File: src/rtl/pl_hazard_pkg.sv
// Shared encodings for the RV32I pipeline hazard controller: wait-FSM states,
// forwarding selects, the default load marker, and the forwarding-select helper.
package pl_hazard_pkg;

    localparam int unsigned REG_W = 5;
    localparam int unsigned SRC_W = 2;

    localparam logic [1:0] ST_RUN  = 2'b00;
    localparam logic [1:0] ST_WAIT = 2'b01;
    localparam logic [1:0] ST_ERR  = 2'b10;

    localparam logic [1:0] FWD_RF = 2'b00;
    localparam logic [1:0] FWD_W  = 2'b01;
    localparam logic [1:0] FWD_M  = 2'b10;

    localparam logic [SRC_W-1:0] LOAD_SRC_DEF = 2'b01;

    // The younger producer in M wins over W; x0 is never a forwarding source.
    function automatic logic [1:0] fwd_sel(
        input logic [REG_W-1:0] rs,
        input logic             we_m,
        input logic [REG_W-1:0] rd_m,
        input logic             we_w,
        input logic [REG_W-1:0] rd_w
    );
        logic [1:0] sel;
        sel = FWD_RF;
        if (we_m && (rd_m != '0) && (rd_m == rs)) begin
            sel = FWD_M;
        end else if (we_w && (rd_w != '0) && (rd_w == rs)) begin
            sel = FWD_W;
        end
        return sel;
    endfunction

endpackage

File: src/rtl/pl_mem_wait_fsm.sv
// Memory-wait sequencer: holds the pipeline while a data-memory access in M is
// outstanding and latches a sticky error if the handshake exceeds MEM_TIMEOUT cycles.
module pl_mem_wait_fsm
    import pl_hazard_pkg::*;
#(
    parameter int unsigned MEM_TIMEOUT = 16
) (
    input  logic clk,
    input  logic rst_n,
    input  logic mem_req,
    input  logic mem_ready,
    output logic mem_stall_c,
    output logic mem_err
);

    localparam int unsigned CNT_W = $clog2(MEM_TIMEOUT + 1);

    logic [1:0]       state;
    logic [1:0]       state_nx;
    logic [CNT_W-1:0] count;
    logic [CNT_W-1:0] count_nx;

    // State, wait counter and sticky error flag.
    always_ff @(posedge clk or negedge rst_n) begin
        if (!rst_n) begin
            state   <= ST_RUN;
            count   <= '0;
            mem_err <= 1'b0;
        end else begin
            state   <= state_nx;
            count   <= count_nx;
            mem_err <= (state_nx == ST_ERR);
        end
    end

    // Ready in the same cycle as the request, or in any wait cycle, releases the stall at once.
    always_comb begin
        state_nx    = state;
        count_nx    = count;
        mem_stall_c = 1'b0;
        case (state)
            ST_RUN: begin
                mem_stall_c = mem_req && !mem_ready;
                if (mem_stall_c) begin
                    state_nx = ST_WAIT;
                    count_nx = CNT_W'(1);
                end
            end
            ST_WAIT: begin
                mem_stall_c = !mem_ready;
                if (mem_ready) begin
                    state_nx = ST_RUN;
                    count_nx = '0;
                end else if (count == CNT_W'(MEM_TIMEOUT)) begin
                    state_nx = ST_ERR;
                end else begin
                    count_nx = count + CNT_W'(1);
                end
            end
            ST_ERR: begin
                mem_stall_c = 1'b1;
            end
            default: begin
                state_nx = ST_RUN;
                count_nx = '0;
            end
        endcase
    end

endmodule

File: src/rtl/pl_hazard_ctrl.sv
// Hazard/sequencing controller for the 5-stage RV32I pipeline: stalls, flushes,
// E-stage forwarding and memory-wait freeze. Define PL_HAZARD_PERF_EN for perf counters.
module pl_hazard_ctrl
    import pl_hazard_pkg::*;
#(
    parameter int unsigned      MEM_TIMEOUT = 16,
    parameter logic [SRC_W-1:0] LOAD_SRC    = LOAD_SRC_DEF
) (
    input  logic             clk,
    input  logic             rst_n,
    input  logic [REG_W-1:0] Rs1D,
    input  logic [REG_W-1:0] Rs2D,
    input  logic [REG_W-1:0] Rs1E,
    input  logic [REG_W-1:0] Rs2E,
    input  logic [REG_W-1:0] RdE,
    input  logic [REG_W-1:0] RdM,
    input  logic [REG_W-1:0] RdW,
    input  logic [SRC_W-1:0] ResultSrcE,
    input  logic             RegWriteM,
    input  logic             RegWriteW,
    input  logic             PCSrcE,
    input  logic             MemReqM,
    input  logic             MemReadyM,
    output logic             StallF,
    output logic             StallD,
    output logic             StallE,
    output logic             StallM,
    output logic             StallW,
    output logic             FlushD,
    output logic             FlushE,
    output logic [1:0]       ForwardAE,
    output logic [1:0]       ForwardBE,
    output logic             MemErr
`ifdef PL_HAZARD_PERF_EN
    ,
    output logic [31:0]      StallCycles,
    output logic [31:0]      FlushCount
`endif
);

    logic mem_stall_c;
    logic lw_stall_c;

    pl_mem_wait_fsm #(
        .MEM_TIMEOUT (MEM_TIMEOUT)
    ) u_mem_wait (
        .clk         (clk),
        .rst_n       (rst_n),
        .mem_req     (MemReqM),
        .mem_ready   (MemReadyM),
        .mem_stall_c (mem_stall_c),
        .mem_err     (MemErr)
    );

    // A load in E whose destination is read by D cannot be forwarded in time.
    assign lw_stall_c = (ResultSrcE == LOAD_SRC) && (RdE != '0) &&
                        ((RdE == Rs1D) || (RdE == Rs2D));

    // Reset forces a bubble into F/D and D/E; a memory freeze suppresses flushes so a
    // branch held in E re-resolves once the access completes.
    always_comb begin
        StallF    = 1'b0;
        StallD    = 1'b0;
        StallE    = 1'b0;
        StallM    = 1'b0;
        StallW    = 1'b0;
        FlushD    = 1'b1;
        FlushE    = 1'b1;
        ForwardAE = FWD_RF;
        ForwardBE = FWD_RF;
        if (rst_n) begin
            StallF    = lw_stall_c | mem_stall_c;
            StallD    = lw_stall_c | mem_stall_c;
            StallE    = mem_stall_c;
            StallM    = mem_stall_c;
            StallW    = mem_stall_c;
            FlushD    = PCSrcE & ~mem_stall_c;
            FlushE    = (lw_stall_c | PCSrcE) & ~mem_stall_c;
            ForwardAE = fwd_sel(Rs1E, RegWriteM, RdM, RegWriteW, RdW);
            ForwardBE = fwd_sel(Rs2E, RegWriteM, RdM, RegWriteW, RdW);
        end
    end

`ifdef PL_HAZARD_PERF_EN
    // Free-running wrap-around counters of front-end stall and E-flush cycles.
    always_ff @(posedge clk or negedge rst_n) begin
        if (!rst_n) begin
            StallCycles <= '0;
            FlushCount  <= '0;
        end else begin
            if (StallF) begin
                StallCycles <= StallCycles + 32'd1;
            end
            if (FlushE) begin
                FlushCount <= FlushCount + 32'd1;
            end
        end
    end
`endif

endmodule

File: config.mk
export PLATFORM = sky130hd
export DESIGN_NAME = pl_hazard_ctrl
export DESIGN_NICKNAME = d
export VERILOG_FILES = /design/src/rtl/pl_hazard_pkg.sv /design/src/rtl/pl_mem_wait_fsm.sv /design/src/rtl/pl_hazard_ctrl.sv
export SDC_FILE = /design/constraint.sdc
export NUM_CORES = 1
export LEC_CHECK = 0
export BUFFER_PORTS_ARGS = -buffer_cell sky130_fd_sc_hd__buf_2
export CAP_MARGIN = 10
export CORE_MARGIN = 2
export CORE_UTILIZATION = 35
export DETAILED_ROUTE_END_ITERATION = 7
export PLACE_DENSITY = 0.67
export SETUP_SLACK_MARGIN = 0.2
export SLEW_MARGIN = 25
export SYNTH_ARGS = -nofsm -noshare
export SYNTH_HDL_FRONTEND = slang
export SYNTH_SLANG_ARGS = --single-unit
File: constraint.sdc
create_clock -name clk -period 1.45 [get_ports clk]
set_input_delay 0.145 -clock clk [delete_from_list [all_inputs] [get_ports clk]]
set_output_delay 0.145 -clock clk [all_outputs]
set_load 0.02 [all_outputs]
# Word level (Yosys, flattened, before mapping)
# Cells that the tools add are included.
# totals
register_bits	8
in_bits	44
out_inout_bits	12
word_cells	58
# op_classes
addsub	1
eq_ne	13
n_mux	19
bitwise_logic	6
n_reduce_logical	16
# ops
op	count
$eq 5x5->1	6
$mux 5	3
$pmux 5 s3	1
$reduce_bool 5->1	3
$mux 2	7
$logic_and 1x1->1	9
$mux 1	6
$pmux 2 s3	1
$add 5x1->5 const B	1
$eq 5x5->1 const B	1
$eq 2x1->1 const B	2
$eq 2x2->1 const B	2
$ne 3x3->1 const B	1
$pmux 1 s3	1
$reduce_and 3->1	1
$and 1x1->1	2
$logic_not 2->1	1
$ne 2x1->1 const B	1
$not 1->1	2
$or 1x1->1	2
$logic_not 1->1	1
$logic_or 1x1->1	1

# Depth between registers and ports, before layout
# logic_depth
word_depth	6
ltp_mapped	6
depth_no_buf	6

# By module
# Synthesis repeated with hierarchy kept, for this count alone.
# hier_totals
cells_unflattened	105
area_unflattened_um2	919.6
# by_module_without_submodules
mod	instances	cells_each	area_per_inst_um2
pl_hazard_ctrl	1	62	476.7
pl_mem_wait_fsm	1	43	442.9

# Least setup slack after synthesis
# No wires, ideal clock.
# synth_path
kind	reg-to-output
startpoint	register u_mem_wait.state[1]
endpoint	output StallF
t_arrival_ns	1.667
t_required_ns	1.305
setup_slack_ns	-0.362
path_stages_with_launch	6
n_path_buf	1
path_cell_list	dfrtp_1 nor2_1 o21a_1 o21a_1 o21bai_1 buf_4
# synth_between
elab_chain_cells	4
# synth_lines
element	line_no	text
start: declaration	pl_mem_wait_fsm.sv:18	logic [1:0] state;
start signal: assignment	pl_mem_wait_fsm.sv:30	state <= state_nx;
$eq 2x2->1 (tied with other cells)	pl_mem_wait_fsm.sv:41	case (state)
$pmux 1 s3 (*)	pl_mem_wait_fsm.sv:41	
$or 1x1->1 (*)	-	
$mux 1 (*)	-	
end: declaration	pl_hazard_ctrl.sv:24	output logic StallF,
# Every way passes the cells marked *; elsewhere a longest branch is shown, timed or not.

# Worst setup path in the final report
# layout_path
startpoint	register u_mem_wait.state[0]
endpoint	output FlushE
# layout_between
elab_chain_cells	5
# layout_lines
element	line_no	text
$eq 2x2->1 (tied with other cells)	pl_mem_wait_fsm.sv:41	
$pmux 1 s3 (*)	pl_mem_wait_fsm.sv:41	
$not 1->1 (*)	pl_hazard_ctrl.sv:78	FlushE = (lw_stall_c | PCSrcE) & ~mem_stall_c;
$and 1x1->1 (*)	pl_hazard_ctrl.sv:78	
$mux 1 (*)	pl_hazard_ctrl.sv:71	if (rst_n) begin
end: declaration	pl_hazard_ctrl.sv:30	output logic FlushE,
# Marked as above.

==> impl_metrics.ini <==
[power]
leakagePower_uw = 0.000822
ir_worst_vdd_uv = 600
power_density_nw_per_um2 = 507

[synthesis]
syn_nets = 146
netlist-cell-type-count = 35
netlist_instances = 100
seq_area_frac_synth = 0.220
ys.warnings.count = 0
syn_avg_cell_area_um2 = 9.08
netlist_area_um2 = 908
synth-seq-cells = 8

[final_layout]
stdcell_count = 215
final_nets = 233
drive_gt1_frac = 0.649
n_antenna_cell = 0
stdcell_area_um2 = 1780
final_common_cell = buf_2
final_cell_mix = 38 x buf_2, 30 x buf_4, 26 x xor2_1
syn_to_final_growth_pct = 95.5

[detailed_routing]
ant_nets = 0
via_per_inst = 5.10
wire_per_inst_um = 15.1
routed_wl_um = 3240
drc = 0
dr.pass1.iters = 4
drt_iter0_drc = 11
via_count = 1096

[clocking]
htreeDepth = 1
cts_made_buffers = 3
tritoncts = done
clk_path_buf_depth = 2
clock_sink_count = 8
cts-root-buf = clkbuf_4
clk_latency_ns = 0.26
clkTransAtPathRegs_ns = 0.06

[worst_setup_path]
cpMaxStageDelayCell = dfrtp_1
crit_type = reg -> out
crit_fanout = 4
r2r_start = u_mem_wait.count[1]$_DFFE_PN0P_
arrival_ns = 1.45
r2r_end = u_mem_wait.count[1]$_DFFE_PN0P_
cp-end-kind = primary output
regToRegSetupSlack_ns = -0.04
reg2regPathDepth = 6
startpoint_type = flop
max_stage_delay_ns = 0.40
worstPathCellList = o21a_1 -> o21a_4 -> o31ai_4 -> buf_6
path_delay_family = compound AO/OA/AOI/OAI gates
required_ns = 1.31
critPathBufInv = 1

[floorplan]
initial_utilization = 0.367
die_h_um = 54.9
die_w_um = 54.9
die_area_um2 = 3020
core_area_um2 = 2480
rows = 18
io_pins = 56

[global_route]
grt-ovfl-total = 0
grt_antenna_before_repair = 0
grt_max_degree = 9
grt_util_all_layers = 0.219
grt_pass1_vias = 1121
grt_pass1_wl_um = 4750

[place]
dp_cells = 202
pre_cts_ws_ns = -0.131
dp_hpwl_um = 2310
dpl_cell_area_um2 = 1440
gp_congestion = 0.823
port_buffers = 55

[timing]
rsz0062_at_grt = yes
max_freq_mhz = 627
clock_skew_ns = 0.00484
finalHoldViolCount = 0
setup_ws_ns = -0.145
relSlewSlack = 0.664
worstMarginPinSlew_ns = 0.503
fin_crit_sh = 1.10
slew_violations = 0
finalSetupViolCount = 14
period_minus_slack_ns = 1.59

[worst_hold_path]
whs_endpoint = u_mem_wait.count[0]$_DFFE_PN0P_
hold_depth = 2
min_path_type = in -> reg
min_from = MemReadyM

[status]
status = complete, but fails checks
violations = setup timing

[flow_run]
max_cap_violations = 0
==> logic make-up after synthesis <==
logic type,share of synthesized area
flip-flops,0.220
XOR/XNOR,0.309
AO/OA/AOI/OAI,0.168
adder cells (fa/ha/maj),0.0275
buffers and inverters,0.0496
AND/OR/NAND/NOR,0.204
multiplexers,0.0220
==> cells in the mapped netlist <==
master	instances	area share
o31a_1	1	0.0096
nor3b_1	1	0.0083
o21ai_0	1	0.0055
nand2_1	1	0.0041
mux2i_1	2	0.022
o2bb2ai_1	2	0.019
and4bb_2	1	0.014
dfrtp_1	8	0.22
and2_2	2	0.017
a31oi_2	1	0.014
a22oi_1	1	0.0083
nor2_1	4	0.017
a31o_2	2	0.019
o31ai_1	1	0.0083
a211o_1	1	0.0096
nor2b_1	2	0.014
nor4_2	2	0.028
o21bai_1	1	0.0083
clkbuf_1	1	0.0041
nor3_1	2	0.011
nor4_1	2	0.014
or4_1	5	0.041
inv_1	5	0.021
xnor2_1	6	0.058
o21ai_2	1	0.0096
o21a_1	2	0.017
o211ai_1	2	0.017
nand3_1	5	0.028
o32ai_1	1	0.0096
nor4b_1	1	0.0096
buf_4	3	0.025
a21boi_0	1	0.0083
ha_1	2	0.028
xor2_1	26	0.25
a21oi_1	1	0.0055
==> where the power goes <==
group | internal, uW | switching, uW
clock | 95.6 | 87.8
sequential | 234 | 7.52
combinational | 249 | 227
total | 578 | 322
==> metrics by stage <==
stage	hold WS (ns)	setup TNS, ns	total power, uW	utilization
after CTS	0.113	-0.683	856	0.671
after global placement	0.119	-0.382	587	0.581
after detailed placement	0.115	-0.559	602	0.581
after floorplan	-0.151	-0.00520	427	-
final	0.109	-0.958	900	0.717
after global routing	0.114	-1.63	946	0.717
==> routing by layer <==
layer,GRT usage,up-vias,share of wire
li1,-,526,-
met1,0.210,535,0.35
met2,0.474,31,0.60
met3,0.0242,4,0.037
met4,0.0528,0,0.014
met5,0,-,0
==> final cells by class <==
type | instances | area, um^2
timing repair buffer | 86 | 621
sequential | 8 | 200
inverter | 5 | 18.8
multi-input combinational | 83 | 876
fill | 195 | 702
clock buffer | 3 | 22.5
tap | 30 | 37.5
==> worst max path at each step <==
stage | start | to | slack (ns) | cells after the start
6_report | u_mem_wait.state[0]$_DFF_PN0_ | FlushE | -0.14 | 4
5_1_grt | u_mem_wait.state[0]$_DFF_PN0_ | FlushE | -0.18 | 5
4_1_cts | u_mem_wait.state[1]$_DFF_PN0_ | FlushE | -0.12 | 5
3_5_place_dp | RdW[3] | ForwardBE[0] | -0.13 | 5
3_3_place_gp | RdW[3] | ForwardBE[0] | -0.11 | 5
2_1_floorplan | u_mem_wait.state[0]$_DFF_PN0_ | StallF | -0.005 | 5
==> state kept, by name, summed over array words and instances (netlist names) <==
register and flops:
u_mem_wait.count 5, u_mem_wait.mem_err 1, u_mem_wait.state 2
==> repair_timing <==
| item | CTS | global route |
|---|---|---|
| setup buffers | 5 | 4 |
| resized for setup | 34 | 20 |
| endpoints found under the hold margin | 8 | 0 |
| pin swaps | 9 | 9 |
| hold buffers | 1 | 0 |
| setup endpoints to repair | 18 | 19 |
Power figures use the tool's default switching activity.
